$ cat src/rtl/multicycle_controller_if.sv
// Control bundle between the multicycle controller and the datapath.
// The controller takes the master modport; the datapath takes the slave modport.
interface multicycle_controller_if;
  logic [6:0]  op;
  logic        zero;
  logic [2:0]  imm_src;
  logic [1:0]  alu_src_a;
  logic [1:0]  alu_src_b;
  logic [1:0]  alu_op;
  logic [1:0]  result_src;
  logic        adr_src;
  logic        ir_write;
  logic        pc_write;
  logic        reg_write;
  logic        mem_write;
  logic        illegal_op;
  logic        instr_done;
  logic [31:0] instret;
  logic [3:0]  state;

  modport master (
    input  op, zero,
    output imm_src, alu_src_a, alu_src_b, alu_op, result_src, adr_src,
           ir_write, pc_write, reg_write, mem_write, illegal_op, instr_done,
           instret, state
  );

  modport slave (
    output op, zero,
    input  imm_src, alu_src_a, alu_src_b, alu_op, result_src, adr_src,
           ir_write, pc_write, reg_write, mem_write, illegal_op, instr_done,
           instret, state
  );
endinterface

$ cat src/rtl/multicycle_controller.sv
// Multicycle RISC-V control FSM: Moore decode of state into datapath selects and write
// strobes, plus a retired-instruction counter.
module multicycle_controller (
  input  logic                    clk,
  input  logic                    rst,
  multicycle_controller_if.master ctrl
);

  localparam logic [6:0] OpLw  = 7'b0000011;
  localparam logic [6:0] OpSw  = 7'b0100011;
  localparam logic [6:0] OpR   = 7'b0110011;
  localparam logic [6:0] OpI   = 7'b0010011;
  localparam logic [6:0] OpBeq = 7'b1100011;
  localparam logic [6:0] OpJal = 7'b1101111;
  localparam logic [6:0] OpLui = 7'b0110111;

  typedef enum logic [3:0] {
    StFetch    = 4'd0,
    StDecode   = 4'd1,
    StMemAdr   = 4'd2,
    StMemRead  = 4'd3,
    StMemWb    = 4'd4,
    StMemWrite = 4'd5,
    StExecR    = 4'd6,
    StAluWb    = 4'd7,
    StExecI    = 4'd8,
    StJal      = 4'd9,
    StBeq      = 4'd10,
    StLui      = 4'd11
  } state_e;

  state_e      state_q, state_d;
  logic [31:0] instret_q, instret_d;

  logic op_legal;
  logic ir_write, pc_update, branch, reg_write, mem_write;
  logic illegal, done;

  always_ff @(posedge clk or posedge rst) begin
    if (rst) begin
      state_q   <= StFetch;
      instret_q <= '0;
    end else begin
      state_q   <= state_d;
      instret_q <= instret_d;
    end
  end

  always_comb begin
    op_legal = 1'b0;
    case (ctrl.op)
      OpLw, OpSw, OpR, OpI, OpBeq, OpJal, OpLui: op_legal = 1'b1;
      default:                                   op_legal = 1'b0;
    endcase
  end

  // Extend-unit select depends only on the opcode, independent of state.
  always_comb begin
    ctrl.imm_src = 3'b000;
    case (ctrl.op)
      OpSw:    ctrl.imm_src = 3'b001;
      OpBeq:   ctrl.imm_src = 3'b010;
      OpLui:   ctrl.imm_src = 3'b011;
      OpJal:   ctrl.imm_src = 3'b100;
      default: ctrl.imm_src = 3'b000;
    endcase
  end

  always_comb begin
    state_d = StFetch;
    case (state_q)
      StFetch: state_d = StDecode;
      StDecode: begin
        case (ctrl.op)
          OpLw, OpSw: state_d = StMemAdr;
          OpR:        state_d = StExecR;
          OpI:        state_d = StExecI;
          OpJal:      state_d = StJal;
          OpBeq:      state_d = StBeq;
          OpLui:      state_d = StLui;
          default:    state_d = StFetch;
        endcase
      end
      StMemAdr:  state_d = (ctrl.op == OpLw) ? StMemRead : StMemWrite;
      StMemRead: state_d = StMemWb;
      StExecR, StExecI, StJal: state_d = StAluWb;
      // Covers last states and the unused encodings 12-15.
      default:   state_d = StFetch;
    endcase
  end

  always_comb begin
    ctrl.alu_src_a  = 2'b00;
    ctrl.alu_src_b  = 2'b00;
    ctrl.alu_op     = 2'b00;
    ctrl.result_src = 2'b00;
    ctrl.adr_src    = 1'b0;
    ir_write        = 1'b0;
    pc_update       = 1'b0;
    branch          = 1'b0;
    reg_write       = 1'b0;
    mem_write       = 1'b0;
    done            = 1'b0;
    case (state_q)
      StFetch: begin
        ir_write        = 1'b1;
        ctrl.alu_src_b  = 2'b10;
        ctrl.result_src = 2'b10;
        pc_update       = 1'b1;
      end
      StDecode: begin
        ctrl.alu_src_a = 2'b01;
        ctrl.alu_src_b = 2'b01;
      end
      StMemAdr: begin
        ctrl.alu_src_a = 2'b10;
        ctrl.alu_src_b = 2'b01;
      end
      StMemRead: begin
        ctrl.adr_src = 1'b1;
      end
      StMemWrite: begin
        ctrl.adr_src = 1'b1;
        mem_write    = 1'b1;
        done         = 1'b1;
      end
      StMemWb: begin
        ctrl.result_src = 2'b01;
        reg_write       = 1'b1;
        done            = 1'b1;
      end
      StExecR: begin
        ctrl.alu_src_a = 2'b10;
        ctrl.alu_op    = 2'b10;
      end
      StExecI: begin
        ctrl.alu_src_a = 2'b10;
        ctrl.alu_src_b = 2'b01;
        ctrl.alu_op    = 2'b10;
      end
      StAluWb: begin
        reg_write = 1'b1;
        done      = 1'b1;
      end
      StJal: begin
        ctrl.alu_src_a = 2'b01;
        ctrl.alu_src_b = 2'b10;
        pc_update      = 1'b1;
      end
      StBeq: begin
        ctrl.alu_src_a = 2'b10;
        ctrl.alu_op    = 2'b01;
        branch         = 1'b1;
        done           = 1'b1;
      end
      StLui: begin
        ctrl.result_src = 2'b11;
        reg_write       = 1'b1;
        done            = 1'b1;
      end
      default: ;
    endcase
    illegal = (state_q == StDecode) && !op_legal;
    if (illegal) done = 1'b1;
  end

  // Strobes are masked combinationally so nothing fires while reset is held.
  always_comb begin
    ctrl.ir_write   = ir_write & ~rst;
    ctrl.pc_write   = (pc_update | (branch & ctrl.zero)) & ~rst;
    ctrl.reg_write  = reg_write & ~rst;
    ctrl.mem_write  = mem_write & ~rst;
    ctrl.illegal_op = illegal & ~rst;
    ctrl.instr_done = done & ~rst;
  end

  always_comb begin
    instret_d = instret_q;
    if (done) instret_d = instret_q + 32'd1;
  end

  assign ctrl.instret = instret_q;
  assign ctrl.state   = state_q;

endmodule

$ cat src/flat_wrapper.sv
// flat-port wrapper written by rule: the top's interface ports become plain ports
module multicycle_controller_flat 
  (clk, rst, ctrl_op, ctrl_zero, ctrl_imm_src, ctrl_alu_src_a, ctrl_alu_src_b, ctrl_alu_op, ctrl_result_src, ctrl_adr_src, ctrl_ir_write, ctrl_pc_write, ctrl_reg_write, ctrl_mem_write, ctrl_illegal_op, ctrl_instr_done, ctrl_instret, ctrl_state);
  multicycle_controller_if ctrl_i ();
  input  logic clk;
  input  logic rst;
  input wire logic [$bits(ctrl_i.op)-1:0] ctrl_op;
  input wire logic [$bits(ctrl_i.zero)-1:0] ctrl_zero;
  output wire logic [$bits(ctrl_i.imm_src)-1:0] ctrl_imm_src;
  output wire logic [$bits(ctrl_i.alu_src_a)-1:0] ctrl_alu_src_a;
  output wire logic [$bits(ctrl_i.alu_src_b)-1:0] ctrl_alu_src_b;
  output wire logic [$bits(ctrl_i.alu_op)-1:0] ctrl_alu_op;
  output wire logic [$bits(ctrl_i.result_src)-1:0] ctrl_result_src;
  output wire logic [$bits(ctrl_i.adr_src)-1:0] ctrl_adr_src;
  output wire logic [$bits(ctrl_i.ir_write)-1:0] ctrl_ir_write;
  output wire logic [$bits(ctrl_i.pc_write)-1:0] ctrl_pc_write;
  output wire logic [$bits(ctrl_i.reg_write)-1:0] ctrl_reg_write;
  output wire logic [$bits(ctrl_i.mem_write)-1:0] ctrl_mem_write;
  output wire logic [$bits(ctrl_i.illegal_op)-1:0] ctrl_illegal_op;
  output wire logic [$bits(ctrl_i.instr_done)-1:0] ctrl_instr_done;
  output wire logic [$bits(ctrl_i.instret)-1:0] ctrl_instret;
  output wire logic [$bits(ctrl_i.state)-1:0] ctrl_state;
  assign ctrl_i.op = ctrl_op;
  assign ctrl_i.zero = ctrl_zero;
  assign ctrl_imm_src = ctrl_i.imm_src;
  assign ctrl_alu_src_a = ctrl_i.alu_src_a;
  assign ctrl_alu_src_b = ctrl_i.alu_src_b;
  assign ctrl_alu_op = ctrl_i.alu_op;
  assign ctrl_result_src = ctrl_i.result_src;
  assign ctrl_adr_src = ctrl_i.adr_src;
  assign ctrl_ir_write = ctrl_i.ir_write;
  assign ctrl_pc_write = ctrl_i.pc_write;
  assign ctrl_reg_write = ctrl_i.reg_write;
  assign ctrl_mem_write = ctrl_i.mem_write;
  assign ctrl_illegal_op = ctrl_i.illegal_op;
  assign ctrl_instr_done = ctrl_i.instr_done;
  assign ctrl_instret = ctrl_i.instret;
  assign ctrl_state = ctrl_i.state;
  multicycle_controller u_core (.clk(clk), .rst(rst), .ctrl(ctrl_i));
endmodule
$ cat config.mk
export PLATFORM = sky130hd
export DESIGN_NAME = multicycle_controller_flat
export DESIGN_NICKNAME = d
export VERILOG_FILES = /design/src/rtl/multicycle_controller_if.sv /design/src/rtl/multicycle_controller.sv /design/src/flat_wrapper.sv
export SDC_FILE = /design/constraint.sdc
export NUM_CORES = 1
export LEC_CHECK = 0
export ABC_AREA = 0
export CAP_MARGIN = 20
export CORE_ASPECT_RATIO = 1.5
export CORE_MARGIN = 8
export CORE_UTILIZATION = 48
export DETAILED_ROUTE_END_ITERATION = 10
export MAX_ROUTING_LAYER = met4
export PLACE_DENSITY = 0.87
export SYNTH_ARGS = -nofsm -noshare
export SYNTH_HDL_FRONTEND = slang
export SYNTH_SLANG_ARGS = --single-unit
$ cat constraint.sdc
create_clock -name clk -period 3.3 [get_ports clk]
set_input_delay 0.825 -clock clk [delete_from_list [all_inputs] [get_ports clk]]
set_output_delay 0.825 -clock clk [all_outputs]
set_load 0.03 [all_outputs]
# Word-level counts from Yosys, hierarchy flattened
# Index checks and enable logic that the tools add are counted.
# word_totals
rom_bits,0
inputBits,10
ram_bits,0
word_cells,61
latchBits,0
register_bits,36
out_inout_bits,54
n_memories,0
# classes
n_addsub,1
order_cmp,0
multipliers,0
muxes,17
div,0
n_shift,0
reduce_logical,14
n_bitwise,9
eq_ne,18
# op_table
operator,count
$add A32 B1 Y32 const B,1
$pmux W4 S6,1
$eq A7 B6 Y1 const B,3
$pmux W4 S5,1
$eq A4 B3 Y1 const B,4
$eq A4 B4 Y1 const B,4
$eq A7 B7 Y1 const B,2
$pmux W2 S2,3
$pmux W3 S4,1
$reduce_or A2 Y1,5
$mux W1,9
$reduce_or A3 Y1,3
$eq A4 B2 Y1 const B,2
$and A1 B1 Y1,7
$eq A7 B2 Y1 const B,1
$eq A7 B5 Y1 const B,1
$reduce_or A7 Y1,1
$pmux W2 S3,1
$reduce_or A5 Y1,1
$eq A4 B1 Y1 const B,1
$logic_not A4 Y1,1
$reduce_or A4 Y1,1
$mux W3,1
$logic_and A1 B1 Y1,1
other kinds (3),3

# Depth between registers and ports, before layout
# logic_depth
depth_word,7
mapped_depth,7
mapped_depth_nobuf,6

# Worst setup path after synthesis
# Ideal clock, no wire load.
# synth_timing
kind,input to output
from,in ctrl_op[2]
to,out ctrl_instr_done
path_buffers,2
t_arrival_ns,2.284
setup_slack_ns,0.191
path_stages,6
required_time_ns,2.475
path_cell_list,clkbuf_1 > or3b_1 > a211o_1 > a31oi_4 > buf_2 > nor2_1
# synth_between
elab_chain_cells,7
word_cells_on_any_way,13
classes_between,eq/ne (7); mux (2); bitwise (1); reduce/logical (3)
# synth_lines
item,line_no,source
"start, declared",flat_wrapper.sv:7,input wire logic [$bits(ctrl_i.op)-1:0] ctrl_op;
"$eq A7 B6 Y1, or another cell as far along",multicycle_controller.sv:51,case (ctrl.op)
$reduce_or A7 Y1 (*),multicycle_controller.sv:51,
$mux W1 (*),multicycle_controller.sv:51,
$logic_not A1 Y1 (*),multicycle_controller.sv:163,illegal = (state_q == StDecode) && !op_legal;
$logic_and A1 B1 Y1 (*),multicycle_controller.sv:163,
$mux W1 (*),multicycle_controller.sv:164,if (illegal) done = 1'b1;
$and A1 B1 Y1 (*),multicycle_controller.sv:174,ctrl.instr_done = done & ~rst;
"end, declared",flat_wrapper.sv:20,output wire logic [$bits(ctrl_i.instr_done)-1:0] ctrl_instr_done;
# Every way passes the cells marked *; elsewhere a longest branch is shown, timed or not.

# Worst setup path after layout
# layout_timing
from,in ctrl_op[3]
to,out ctrl_illegal_op
# layout_between
elab_chain_cells,6
word_cells_on_any_way,12
classes_between,eq/ne (7); mux (1); bitwise (1); reduce/logical (3)
# layout_lines
item,line_no,source
"$eq A7 B6 Y1, or another cell as far along",multicycle_controller.sv:51,
$reduce_or A7 Y1 (*),multicycle_controller.sv:51,
$mux W1 (*),multicycle_controller.sv:51,
$logic_not A1 Y1 (*),multicycle_controller.sv:163,
$logic_and A1 B1 Y1 (*),multicycle_controller.sv:163,
$and A1 B1 Y1 (*),multicycle_controller.sv:173,ctrl.illegal_op = illegal & ~rst;
"end, declared",flat_wrapper.sv:19,output wire logic [$bits(ctrl_i.illegal_op)-1:0] ctrl_illegal_op;
# Marked as above.

==> results.json <==
{
  "place_congestion": 0.8746,
  "leakage_nw": 1.227,
  "slew_headroom": 0.6131,
  "synthFlopType": "dfrtp_1",
  "synth_area_leaders": "dfrtp_1, xor2_1, nor2_1",
  "track_usage": 0.1697,
  "path_cells": "clkdlybuf4s50_1 -> or3_1 -> o32a_1 -> and2_1 -> and3_1 -> buf_6",
  "critPathRequiredTime_ns": 2.47,
  "io_buffer_count": 63,
  "die_h_um": 99.71,
  "drt.antenna.violating_nets": 0,
  "p_clk_frac": 0.166,
  "power_per_cell_area_nw_per_um2": 597.0,
  "end_kind": "output pin",
  "dp_hpwl_um": 4430,
  "grt_setup_unrepaired": "false",
  "finClkSkew_ns": 0.005358,
  "p_sw_uw": 803.2,
  "grt_antenna_before_repair": 0,
  "ys_ff_latch": 36,
  "initial_core_util": 0.4978,
  "synthCells": 235,
  "routedWlPerCell_um": 15.91,
  "grt_max_degree": 37,
  "fin_cells": 363,
  "post-route-util": 0.6917,
  "outcome": "completed",
  "yosys_warnings": 0,
  "final_nets": 325,
  "grt_pass1_vias": 2054,
  "clkTransAtPathRegs_ns": 0.06,
  "design_area_um2": 3115,
  "grt-ovfl-total": 0,
  "cts_buffers": 5,
  "worstMarginPinSlew_ns": 0.5803,
  "drv_cap": 0,
  "hold_viol_final": 0,
  "place_inst": 355,
  "initialDrtViolationCount": 106,
  "grt_pass1_wl_um": 9597,
  "num_antenna_cells": 0,
  "synth-edff-count": 0,
  "die_area_um2": 7159,
  "cts_root_buffer": "clkbuf_8",
  "vdd_ir_drop_max_mv": 0.4648,
  "synth_most_common_cell": "dfrtp_1",
  "synth_area_um2": 2242,
  "routed_wl_um": 5776,
  "drive_gt1_frac": 0.1651,
  "async_flop_share": 1.000,
  "sequentialPowerShare": 0.322,
  "worstPathArrival_ns": 2.43,
  "routed-via-count": 2074,
  "cts_sinks": 36,
  "cts_tree": "built",
  "avgSynthCellArea_um2": 9.541,
  "hold_ws_ns": 0.4783,
  "netlist_top_cells_count": "dfrtp_1, xor2_1, nor2_1",
  "netlist.area_leader.share": 0.4018,
  "setup_viol": 0,
  "period_share": 0.9854,
  "ios": 64,
  "startpoint_type": "input port",
  "dpl_cell_area_um2": 3025,
  "worstSetupPathType": "input port to output pin",
  "first_pass_iters": 4,
  "clockBufferDepth": 2,
  "rows": 30,
  "max_freq_ghz": 0.3075,
  "slew_viol_final": 0,
  "power_frac_comb": 0.511,
  "syn_nets": 246,
  "slowest_delay_ns": 0.44,
  "post-route-min-period_ns": 3.252,
  "dieWidth_um": 71.81,
  "synth-seq-area-share": 0.4018,
  "htreeDepth": 2,
  "hp-class": "flip-flop to flip-flop",
  "drc_errors": 0,
  "p_int_mw": 1.057,
  "yosysUniqueCellTypes": 42,
  "slowest_stage": "clkdlybuf4s50_1",
  "drt-vias-per-instance": 5.713,
  "switching_share": 0.4318,
  "clk_latency_ns": 0.28,
  "yosysTopAreaCell": "dfrtp_1",
  "synthToLayoutAreaGrowth_pct": 38.95,
  "fp.coreArea_um2": 4504,
  "crit_fanout": 3
}
per-stage QoR:
| stage | total power, mW | setup slack (ns) | TNS (ns) |
|---|---|---|---|
| 6_report | 1.860 | 0.04808 | 0 |
| 5_1_grt | 1.959 | 0.0005502 | 0 |
| 4_1_cts | 1.874 | 0.01724 | 0 |
| 3_5_place_dp | 1.565 | -0.3825 | -0.5561 |
| 3_3_place_gp | 1.545 | -0.3544 | -0.5295 |
| 2_1_floorplan | 1.212 | 0.1911 | 0 |
power by group through the flow:
| stage | logic, mW | clock network (mW) | registers (mW) |
|---|---|---|---|
| final | 0.951 | 0.309 | 0.600 |
| after floorplan | 0.487 | 0 | 0.725 |
| after global routing | 1.01 | 0.335 | 0.610 |
| after CTS | 0.956 | 0.318 | 0.601 |
| after detailed placement | 0.956 | 0 | 0.608 |
| after global placement | 0.942 | 0 | 0.603 |
critical path, delay by kind of cell:
kind	cells	cell delay (ns)
AO/OA/AOI/OAI	1	0.34
buffers and inverters	2	0.58
AND/OR/NAND/NOR	3	0.69
placed cells by master, fill, tap and decap left out, types with 7 or more instances in the layout:
| cell | n |
|---|---|
| clkdlybuf4s50_1 | 53 |
| buf_4 | 27 |
| nand2_1 | 17 |
| xor2_1 | 29 |
| dfrtp_1 | 36 |
| nand4_1 | 8 |
| nor3_1 | 14 |
| nor2_1 | 21 |
| nand3_1 | 7 |
final timing paths:
path	cells after the start	endpoint	slack (ns)	from
worst max-delay path	6	ctrl_illegal_op	0.05	ctrl_op[3]
worst min-delay path	1	u_core.ctrl.instret[29]	0.48	u_core.ctrl.instret[29]
worst max register to register	5	u_core.ctrl.instret[25]	1.05	u_core.ctrl.instret[3]
worst min register to register	1	u_core.ctrl.instret[29]	0.48	u_core.ctrl.instret[29]
max in group asynchronous	3	u_core.ctrl.instret[28]	1.78	rst
min in group asynchronous	3	u_core.ctrl.instret[1]	1.21	rst
cell families (layout without fill, tap and decap cells):
group / after synthesis / in the layout / synth area share
buf+inv: 19 / 99 / 0.04018
mux: 3 / 3 / 0.01395
flops: 36 / 36 / 0.4018
fa+ha+maj: 1 / 1 / 0.005579
xor+xnor: 34 / 34 / 0.1328
compound gates: 23 / 23 / 0.07645
simple gates: 119 / 119 / 0.3293
sequential cells by signal, indices dropped and copies added, names as in the netlist:
signal / flops
u_core.ctrl.instret: 32
u_core.ctrl.state: 4
layer usage:
metal	part of all wire	global-route usage	wire [um]	vias to the layer above
li1	-	-	-	991
met1	0.35	0.1648	2050	1010
met2	0.57	0.3148	3277	63
met3	0.051	0.03223	295	10
met4	0.026	0.07267	152	0
met5	0	-	0	-
final cells by class:
type                            count  area (um2)
Clock inverter                      2       10.01
Sequential cell                    36       900.9
Fill cell                         362        1389
Tap cell                           48       60.06
Multi-Input combinational cell    180        1251
Clock buffer                        6       82.58
Timing Repair Buffer               87       795.8
Inverter                            4       15.01
repair_timing:
item,4_1_cts,5_1_grt
setup buffers,0,0
gates resized for setup,11,0
endpoints found under the hold margin,0,0
endpoints found under the setup margin,2,1
hold buffers,0,0
pin swaps,4,1
Power figures use the tool's default switching activity.
